`config.mk`:
```
export PLATFORM = sky130hd
export DESIGN_NAME = march_c_mbist
export DESIGN_NICKNAME = d
export VERILOG_FILES = /design/src/rtl/march_c_mbist.sv
export SDC_FILE = /design/constraint.sdc
export NUM_CORES = 1
export LEC_CHECK = 0
export CORE_MARGIN = 4
export CORE_UTILIZATION = 50
export DETAILED_ROUTE_END_ITERATION = 6
export PLACE_DENSITY = 0.83
export SLEW_MARGIN = 0
export SYNTH_ARGS = -nofsm -noshare
export SYNTH_HDL_FRONTEND = slang
export SYNTH_SLANG_ARGS = --single-unit
```
`constraint.sdc`:
```
create_clock -name clk -period 5.15 [get_ports clk]
set_clock_uncertainty 0.05 [all_clocks]
set_input_delay 1.03 -clock clk [delete_from_list [all_inputs] [get_ports clk]]
set_output_delay 1.03 -clock clk [all_outputs]
set_load 0.05 [all_outputs]
```
`src/rtl/march_c_mbist.sv`:
```
// March C- MBIST controller for a single-port RAM (2^AW x DW, RD_LAT read latency).
// Define MBIST_CHECKERBOARD_EN to append a second pass on a per-address checkerboard background.
module march_c_mbist #(
  parameter int DW     = 4,
  parameter int AW     = 8,
  parameter int RD_LAT = 3
) (
  input  logic          clk,
  input  logic          rst,
  input  logic          en_in,
  input  logic [DW-1:0] dat_in,
  output logic [DW-1:0] dat_out,
  output logic [AW-1:0] addr_out,
  output logic          w_en_out,
  output logic          busy,
  output logic          done,
  output logic          pass,
  output logic [AW-1:0] fail_addr,
  output logic [3:0]    fail_elem,
  output logic [7:0]    err_cnt
);

`ifdef MBIST_CHECKERBOARD_EN
  localparam bit CHECKERBOARD = 1'b1;
`else
  localparam bit CHECKERBOARD = 1'b0;
`endif

  localparam int            LW       = (RD_LAT > 1) ? $clog2(RD_LAT) : 1;
  localparam logic [LW-1:0] LAT_LAST = LW'(RD_LAT - 1);

  typedef enum logic [3:0] {IDLE, M0, M1, M2, M3, M4, M5, DONE} state_t;

  state_t        state;
  state_t        nxt_state;
  logic          bg;
  logic          nxt_bg;
  logic [LW-1:0] lat_cnt;
  logic [AW-1:0] nxt_addr;
  logic [DW-1:0] nxt_dat;
  logic          running;
  logic          term;
  logic          rd_done;
  logic          mismatch;
  logic          finish;

  // Background word: solid 0 for the first pass, bit i = i[0]^a[0] for the checkerboard pass.
  function automatic logic [DW-1:0] pattern(input logic b, input logic a0, input logic one);
    logic [DW-1:0] p;
    for (int i = 0; i < DW; i++) begin
      p[i] = CHECKERBOARD & b & (i[0] ^ a0);
    end
    return one ? ~p : p;
  endfunction

  function automatic logic is_down(input state_t s);
    return (s == M3) || (s == M4);
  endfunction

  function automatic logic rd_one(input state_t s);
    return (s == M2) || (s == M4);
  endfunction

  function automatic logic wr_one(input state_t s);
    return (s == M1) || (s == M3);
  endfunction

  function automatic logic [2:0] elem_idx(input state_t s);
    case (s)
      M1:      return 3'd1;
      M2:      return 3'd2;
      M3:      return 3'd3;
      M4:      return 3'd4;
      M5:      return 3'd5;
      default: return 3'd0;
    endcase
  endfunction

  function automatic logic [7:0] sat_inc(input logic [7:0] v);
    return (v == 8'hFF) ? v : v + 8'd1;
  endfunction

  // Next cell: step the address, or reload it at the terminal address and move to the next element.
  always_comb begin
    running   = state inside {M0, M1, M2, M3, M4, M5};
    term      = is_down(state) ? (addr_out == '0) : (addr_out == '1);
    rd_done   = running && !w_en_out && (lat_cnt == LAT_LAST);
    mismatch  = rd_done && (dat_in != dat_out);
    nxt_state = state;
    nxt_addr  = addr_out;
    nxt_bg    = bg;
    finish    = 1'b0;
    if (!term) begin
      nxt_addr = is_down(state) ? addr_out - 1'b1 : addr_out + 1'b1;
    end else begin
      case (state)
        M0: begin nxt_state = M1; nxt_addr = '0; end
        M1: begin nxt_state = M2; nxt_addr = '0; end
        M2: begin nxt_state = M3; nxt_addr = '1; end
        M3: begin nxt_state = M4; nxt_addr = '1; end
        M4: begin nxt_state = M5; nxt_addr = '0; end
        M5: begin
          if (CHECKERBOARD && !bg) begin
            nxt_state = M0;
            nxt_addr  = '0;
            nxt_bg    = 1'b1;
          end else begin
            finish = 1'b1;
          end
        end
        default: ;
      endcase
    end
    nxt_dat = pattern(nxt_bg, nxt_addr[0], rd_one(nxt_state));
  end

  always_ff @(posedge clk) begin
    if (rst) begin
      state     <= IDLE;
      bg        <= 1'b0;
      lat_cnt   <= '0;
      dat_out   <= '0;
      addr_out  <= '0;
      w_en_out  <= 1'b0;
      busy      <= 1'b0;
      done      <= 1'b0;
      pass      <= 1'b0;
      fail_addr <= '0;
      fail_elem <= '0;
      err_cnt   <= '0;
    end else begin
      case (state)
        IDLE: begin
          if (en_in) begin
            state     <= M0;
            bg        <= 1'b0;
            lat_cnt   <= '0;
            addr_out  <= '0;
            w_en_out  <= 1'b1;
            dat_out   <= '0;
            busy      <= 1'b1;
            done      <= 1'b0;
            pass      <= 1'b0;
            fail_addr <= '0;
            fail_elem <= '0;
            err_cnt   <= '0;
          end
        end
        DONE: begin
          if (!en_in) begin
            state <= IDLE;
            done  <= 1'b0;
          end
        end
        default: begin
          if (!en_in) begin
            state    <= IDLE;
            lat_cnt  <= '0;
            addr_out <= '0;
            w_en_out <= 1'b0;
            dat_out  <= '0;
            busy     <= 1'b0;
            done     <= 1'b0;
          end else begin
            if (mismatch) begin
              err_cnt <= sat_inc(err_cnt);
              if (err_cnt == 8'd0) begin
                fail_addr <= addr_out;
                fail_elem <= {CHECKERBOARD & bg, elem_idx(state)};
              end
            end
            if (w_en_out || rd_done) begin
              lat_cnt <= '0;
              if (!w_en_out && state != M5) begin
                w_en_out <= 1'b1;
                dat_out  <= pattern(bg, addr_out[0], wr_one(state));
              end else if (finish) begin
                state    <= DONE;
                busy     <= 1'b0;
                done     <= 1'b1;
                w_en_out <= 1'b0;
                addr_out <= '0;
                dat_out  <= '0;
                pass     <= (err_cnt == 8'd0) && !mismatch;
              end else begin
                state    <= nxt_state;
                addr_out <= nxt_addr;
                bg       <= nxt_bg;
                w_en_out <= (nxt_state == M0);
                dat_out  <= nxt_dat;
              end
            end else begin
              lat_cnt <= lat_cnt + 1'b1;
            end
          end
        end
      endcase
    end
  end

endmodule

```
==> out/metrics.csv, run 1 <==
stage;metric;value;unit
logic_synthesis;synthTopCellsByArea;dfxtp_1, a21oi_1, ha_1;
drt;drt_iter0_drc;276;
logic_synthesis;ys_async_sr_fraction;0;
setup_path;cp.required;5.29;ns
sta;setup_ws;1.81;ns
logic_synthesis;syn_inst;305;
pwr;peakVddDrop;0.000177;V
flow_run;maxCapViolCount;0;
sta;tightest_slew;1.10;ns
sta;fmax;300;MHz
logic_synthesis;yosys.area.top_type;dfxtp_1;
setup_path;r2r-start;state[2];
clock_network;cts_buffers;5;
die;die_h;78.1;um
logic_synthesis;synth-seq-area-share;0.310;
clock_network;post_cts_buffers;0;
setup_path;worstSetupPathType;reg -> reg;
drt;via_count;2399;
drt;drt-total-wl;6.13;mm
finish;final_cell_mix;clkdlybuf4s50_1, dfxtp_1, nand2_1;
drt;wl_per_cell;15.3;um
placement;dp_hpwl;4.41;mm
pwr;power;0.000686;W
worst_hold_path;hold_path_class;reg -> reg;
logic_synthesis;yosysWarnings;0;
logic_synthesis;syn_nets;322;
clock_network;cts-resized-gates;0;
sta;finalSetupTns;0;ns
placement;port_buffers;41;
clock_network;cts.path.max_buffers;2;
placement;gp_congestion;0.942;
pwr;pwr-share-seq;0.459;
sta;hold_viol_final;0;
finish;final_common_cell;clkdlybuf4s50_1;
setup_path;arrival;3.48;ns
global_route;grt_pass1_vias;2358;
sta;drv_slew;0;
setup_path;critPathLaunch;state[2];
clock_network;cts.hold.buffers_added;0;
logic_synthesis;synth.ff_latch_count;38;
sta;rsz0062_at_grt;no;
pwr;p_int;0.000463;W
logic_synthesis;ys.flop_type;dfxtp_1;
setup_path;cp-endpoint;addr_out[7];
placement;dpl_worst_slack;1.63;ns
sta;holdWs;0.411;ns
drt;routed_via_density;6.00;
die;die_x;78.1;um
drt;drtAntennaViolNets;0;
finish;layout-drive-gt1-share;0.0661;
global_route;grt_max_degree;32;
setup_path;rr_endpoint;addr_out[7];
logic_synthesis;synth_cell_types;62;
placement;placedCellCount;392;
global_route;gr-usage-all-layers;0.215;
sta;fin_crit;3.34;ns
pwr;swShare;0.324;
setup_path;rr_worst_depth;8;
pwr;p_sw;0.000222;W
drt;drc;0;
clock_network;clkTransAtPathRegs;0.08;ns
clock_network;root_buffer;clkbuf_8;
clock_network;cts_sinks;38;
sta;setup_viol;0;
die;die_area;6100;um2
finish;final_nets;349;
logic_synthesis;syn_area;2460;um2
sta;relSlewSlack;0.265;
sta;min_period_over_period;0.648;
die;core;4750;um2
clock_network;cts_tree;done;
global_route;grt_overflow_total;0;
drt;drtPass1Iterations;4;
setup_path;critPathCaptureType;register;
finish;antenna_cells;0;
pwr;combPwrFrac;0.224;
clock_network;cts_htree_levels;2;
global_route;antenna_found_initial;0;
clock_network;clock_latency;0.29;ns
pwr;powerDensity;233;nW/um2
die;placementRows;25;
global_route;grt_pass1_wl;10.8;mm
setup_path;reg2reg_setup_slack;1.81;ns
logic_synthesis;synth.avg_cell_area;8.06;um2
setup_path;worst-path-max-fanout;18;
pwr;leakagePower;1.08;nW
setup_path;start_kind;register;
logic_synthesis;synth_edf_count;0;
pwr;pwr-share-clk;0.317;
finish;areaGrowthSynthToFinish;19.6;%
outcome;status;finished, final reports clean;
logic_synthesis;yosysTopAreaCellShare;0.310;
finish;instances_no_fill;400;
die;start_util;0.517;
die;pin_count;43;
==> kinds of logic after synthesis <==
kind of cell,after synthesis,share of synthesized area
other,1,0.00153
buffers and inverters,34,0.0677
flip-flops,38,0.310
AO/OA/AOI/OAI,84,0.234
AND/OR/NAND/NOR,124,0.275
adder cells (fa/ha/maj),10,0.0540
multiplexers,5,0.0255
XOR/XNOR,9,0.0321
==> power by group through the flow <==
stage	combinational (W)	sequential [W]	clock [W]
global placement	0.000147	0.000321	0
floorplan	0.000106	0.000330	0
global route	0.000169	0.000317	0.000236
finish	0.000154	0.000315	0.000217
detailed placement	0.000151	0.000322	0
CTS	0.000152	0.000315	0.000223
==> flip-flops by register name, indices dropped and copies added (netlist names) <==
register   cells
addr_out       8
err_cnt        8
fail_addr      8
state          4
fail_elem      3
lat_cnt        2
busy           1
dat_out        1
done           1
pass           1
w_en_out       1
==> metal layers <==
metal	wire, um	up-vias	GRT usage	share of wire
li1	-	1166	-	-
met1	2620	1135	0.263	0.43
met2	2930	91	0.356	0.48
met3	485	7	0.0654	0.079
met4	93	0	0.0752	0.015
met5	0	-	0	0
==> metrics by stage <==
stage	util	instance area (um2)
after floorplan	-	2460
after global placement	0.598	2840
after detailed placement	0.598	2840
after CTS	0.618	2940
after global routing	0.618	2940
final	0.618	2940
==> synth_stat cells, drive strengths merged (2+ instances only) <==
master	number
a21boi	2
a21o	5
a21oi	28
a22o	5
a32oi	5
and2	5
and3	4
buf	13
clkbuf	9
dfxtp	38
ha	9
inv	12
mux2i	5
nand2	30
nand2b	4
nand3	6
nand4	15
nor2	28
nor2b	6
nor3	9
nor3b	3
o2111ai	3
o211ai	4
o21ai	13
o31ai	6
o41ai	2
or2	2
or3	3
or4	5
xnor2	4
xor2	5
==> layout make-up <==
class                   count  area (um2)
repair buffers             42         418
well taps                  67        83.8
inverters                  12        45.0
fillers                   435        1820
clock buffers               6        82.6
clock inverters             2        12.5
flip-flops and latches     38         761
multi-input cells         233        1540
==> critical path: stages, from the launching register on <==
cell     delay, ns
dfxtp_1       0.73
nor3b_2       0.67
ha_1          0.40
and3_1        0.20
a221o_1       0.36
o41ai_2       0.25
xnor2_1       0.13
a31o_1        0.22
a22o_1        0.22
==> how the worst min path moves through the flow <==
stage	cells after the start	endpoint	slack (ns)	startpoint
2_1_floorplan	2	lat_cnt[0]	0.38	lat_cnt[0]
3_3_place_gp	2	lat_cnt[0]	0.39	lat_cnt[0]
3_5_place_dp	2	fail_addr[2]	0.40	fail_addr[2]
4_1_cts	2	fail_addr[1]	0.41	fail_addr[1]
5_1_grt	2	fail_addr[5]	0.43	fail_addr[5]
6_report	2	fail_addr[1]	0.41	fail_addr[1]
Power figures use the tool's default switching activity.
==> run 2, diff against run 1 <==
--- a/config.mk
+++ b/config.mk
@@ -6,9 +6,9 @@
 export NUM_CORES = 1
 export LEC_CHECK = 0
 export CORE_MARGIN = 4
-export CORE_UTILIZATION = 50
+export CORE_UTILIZATION = 48
 export DETAILED_ROUTE_END_ITERATION = 6
-export PLACE_DENSITY = 0.83
+export PLACE_DENSITY = 0.84
 export SLEW_MARGIN = 0
 export SYNTH_ARGS = -nofsm -noshare
 export SYNTH_HDL_FRONTEND = slang
==> constraint.sdc (replaced) <==
create_clock -name clk -period 3.01 [get_ports clk]
set_clock_uncertainty 0.05 [all_clocks]
set_input_delay 0.602 -clock clk [delete_from_list [all_inputs] [get_ports clk]]
set_output_delay 0.602 -clock clk [all_outputs]
set_load 0.05 [all_outputs]
==> out/metrics.csv, run 2 (same netlist as run 1, synthesis figures left out) <==
stage;metric;value;unit;change
outcome;status;finished, final reports clean;;unchanged
finish;areaGrowthSynthToFinish;24.3;%;was 19.6%
setup_path;r2r-start;state[1];;was state[2]
drt;routed_via_density;6.07;;was 6.00
placement;dp_hpwl;4.82;mm;was 4.41 mm
die;core;4850;um2;was 4750 um2
setup_path;crit_path_max_incr_delay;0.39;ns;was 0.73 ns
pwr;peakVddDrop;0.000220;V;was 0.000177 V
finish;instances_no_fill;409;;was 400
sta;tightest_slew;0.918;ns;was 1.10 ns
global_route;grt_overflow_total;0;;unchanged
global_route;gr-usage-all-layers;0.222;;was 0.215
clock_network;cts.hold.buffers_added;0;;unchanged
finish;final_common_cell;clkdlybuf4s50_1;;unchanged
worst_hold_path;hold_path_class;reg -> reg;;unchanged
setup_path;cp.required;3.16;ns;was 5.29 ns
setup_path;arrival;2.66;ns;was 3.48 ns
drt;drc;0;;unchanged
pwr;power;0.00137;W;was 0.000686 W
clock_network;root_buffer;clkbuf_8;;unchanged
clock_network;cts-resized-gates;0;;unchanged
pwr;powerDensity;447;nW/um2;was 233 nW/um2
setup_path;worstSetupPathType;reg -> reg;;unchanged
drt;via_count;2484;;was 2,399
setup_path;worst-path-max-fanout;10;;was 18
setup_path;path_cells;nor3b_2 -> buf_4 -> inv_1 -> fa_1 -> nor2b_1 -> o21ai_0 -> a21boi_0 -> mux2i_1 -> nand3_1 -> a22o_1;;was nor3b_2 -> ha_1 -> and3_1 -> a221o_1 -> o41ai_2 -> xnor2_1 -> a31o_1 -> a22o_1
clock_network;post_cts_buffers;0;;unchanged
setup_path;critPathLaunch;state[1];;was state[2]
die;placementRows;25;;unchanged
setup_path;cp_slowest_cell;fa_1;;was dfxtp_1
drt;drt_iter0_drc;271;;was 276
die;die_h;79.6;um;was 78.1 um
finish;layout-drive-gt1-share;0.0906;;was 0.0661
global_route;grt_pass1_wl;11.3;mm;was 10.8 mm
drt;drt-total-wl;6.64;mm;was 6.13 mm
pwr;p_int;0.000968;W;was 0.000463 W
placement;port_buffers;41;;unchanged
clock_network;clock_latency;0.31;ns;was 0.29 ns
sta;relSlewSlack;0.388;;was 0.265
die;die_x;79.6;um;was 78.1 um
sta;hold_viol_final;0;;unchanged
sta;holdWs;0.403;ns;was 0.411 ns
pwr;leakagePower;1.15;nW;was 1.08 nW
setup_path;critPathCaptureType;register;;unchanged
worst_hold_path;worstHoldStart;fail_addr[7];;was fail_addr[1]
placement;placedCellCount;401;;was 392
global_route;antenna_found_initial;0;;unchanged
sta;drv_slew;0;;unchanged
finish;final_cell_mix;clkdlybuf4s50_1, dfxtp_1, nand2_1;;unchanged
drt;drtAntennaViolNets;0;;unchanged
finish;antenna_cells;0;;unchanged
die;pin_count;43;;unchanged
sta;rsz0062_at_grt;no;;unchanged
pwr;combPwrFrac;0.200;;was 0.224
pwr;swShare;0.292;;was 0.324
global_route;grt_pass1_vias;2339;;was 2,358
sta;fmax;399;MHz;was 300 MHz
placement;dpl_worst_slack;0.249;ns;was 1.63 ns
sta;min_period_over_period;0.833;;was 0.648
sta;fin_crit;2.51;ns;was 3.34 ns
sta;finalSetupTns;0;ns;unchanged
finish;top_regs;addr_out: 8 flops, err_cnt: 8 flops, fail_addr: 8 flops;;unchanged
placement;gp_congestion;0.968;;was 0.942
pwr;pwr-share-clk;0.405;;was 0.317
pwr;pwr-share-seq;0.395;;was 0.459
clock_network;cts_sinks;38;;unchanged
clock_network;clkTransAtPathRegs;0.08;ns;about the same
sta;setup_viol;0;;unchanged
flow_run;maxCapViolCount;0;;unchanged
clock_network;cts_htree_levels;2;;unchanged
clock_network;cts.path.max_buffers;2;;unchanged
pwr;p_sw;0.000398;W;was 0.000222 W
clock_network;cts_buffers;5;;unchanged
clock_network;cts_tree;done;;unchanged
die;die_area;6330;um2;was 6100 um2
setup_path;start_kind;register;;unchanged
global_route;grt_max_degree;26;;was 32
die;start_util;0.507;;was 0.517
drt;wl_per_cell;16.2;um;was 15.3 um
finish;final_nets;358;;was 349
sta;setup_ws;0.503;ns;was 1.81 ns
drt;drtPass1Iterations;6;;was 4
## run 2: cell count changes in the layout (fill, tap and decap cells not counted)
cell	change
clkinv_2	-1
clkinvlp_4	-1
buf_4	+9
bufinv_16	+2
## run 2: final timing paths
| path | endpoint | slack (ns) | cells after the start |
|---|---|---|---|
| worst max-delay path | addr_out[6] | 0.50 | 10 |
| worst min-delay path | fail_addr[7] | 0.40 | 2 |
| worst max register to register | addr_out[6] | 0.50 | 10 |
| worst min register to register | fail_addr[7] | 0.40 | 2 |
## run 2: cell type report
cell class / count / area (um2)
Fill cell: 443 / 1790
Multi-Input combinational cell: 233 / 1540
Sequential cell: 38 / 761
Timing Repair Buffer: 51 / 485
Tap cell: 67 / 83.8
Clock buffer: 6 / 82.6
Clock inverter: 2 / 60.1
Inverter: 12 / 45.0
## run 2: metrics by stage
step | cell area (um2) | utilization
after floorplan | 2460 | -
after global placement | 2910 | 0.601
after global routing | 3050 | 0.630
after detailed placement | 2910 | 0.601
after CTS | 3050 | 0.630
final | 3050 | 0.630
## run 2: layer usage
layer | routed length, um | track usage | vias to the layer above
met5 | 0 | 0 | -
met4 | 89 | 0.0653 | 0
met3 | 508 | 0.0643 | 12
met2 | 3220 | 0.371 | 111
met1 | 2810 | 0.277 | 1178
li1 | - | - | 1183
## run 2: power groups by stage
stage / logic, W / registers [W] / clock network [W]
6_report: 0.000273 / 0.000540 / 0.000553
5_1_grt: 0.000297 / 0.000542 / 0.000583
4_1_cts: 0.000270 / 0.000539 / 0.000552
3_5_place_dp: 0.000268 / 0.000551 / 0
3_3_place_gp: 0.000261 / 0.000550 / 0
2_1_floorplan: 0.000182 / 0.000564 / 0
## run 2: worst max-delay path, delay by kind of cell, from the launching register on
family          cells  cell delay [ns]
buf+inv             2             0.28
simple gates        3             0.46
fa+ha+maj           1             0.39
compound gates      3             0.66
mux                 1             0.23
flops               1             0.32
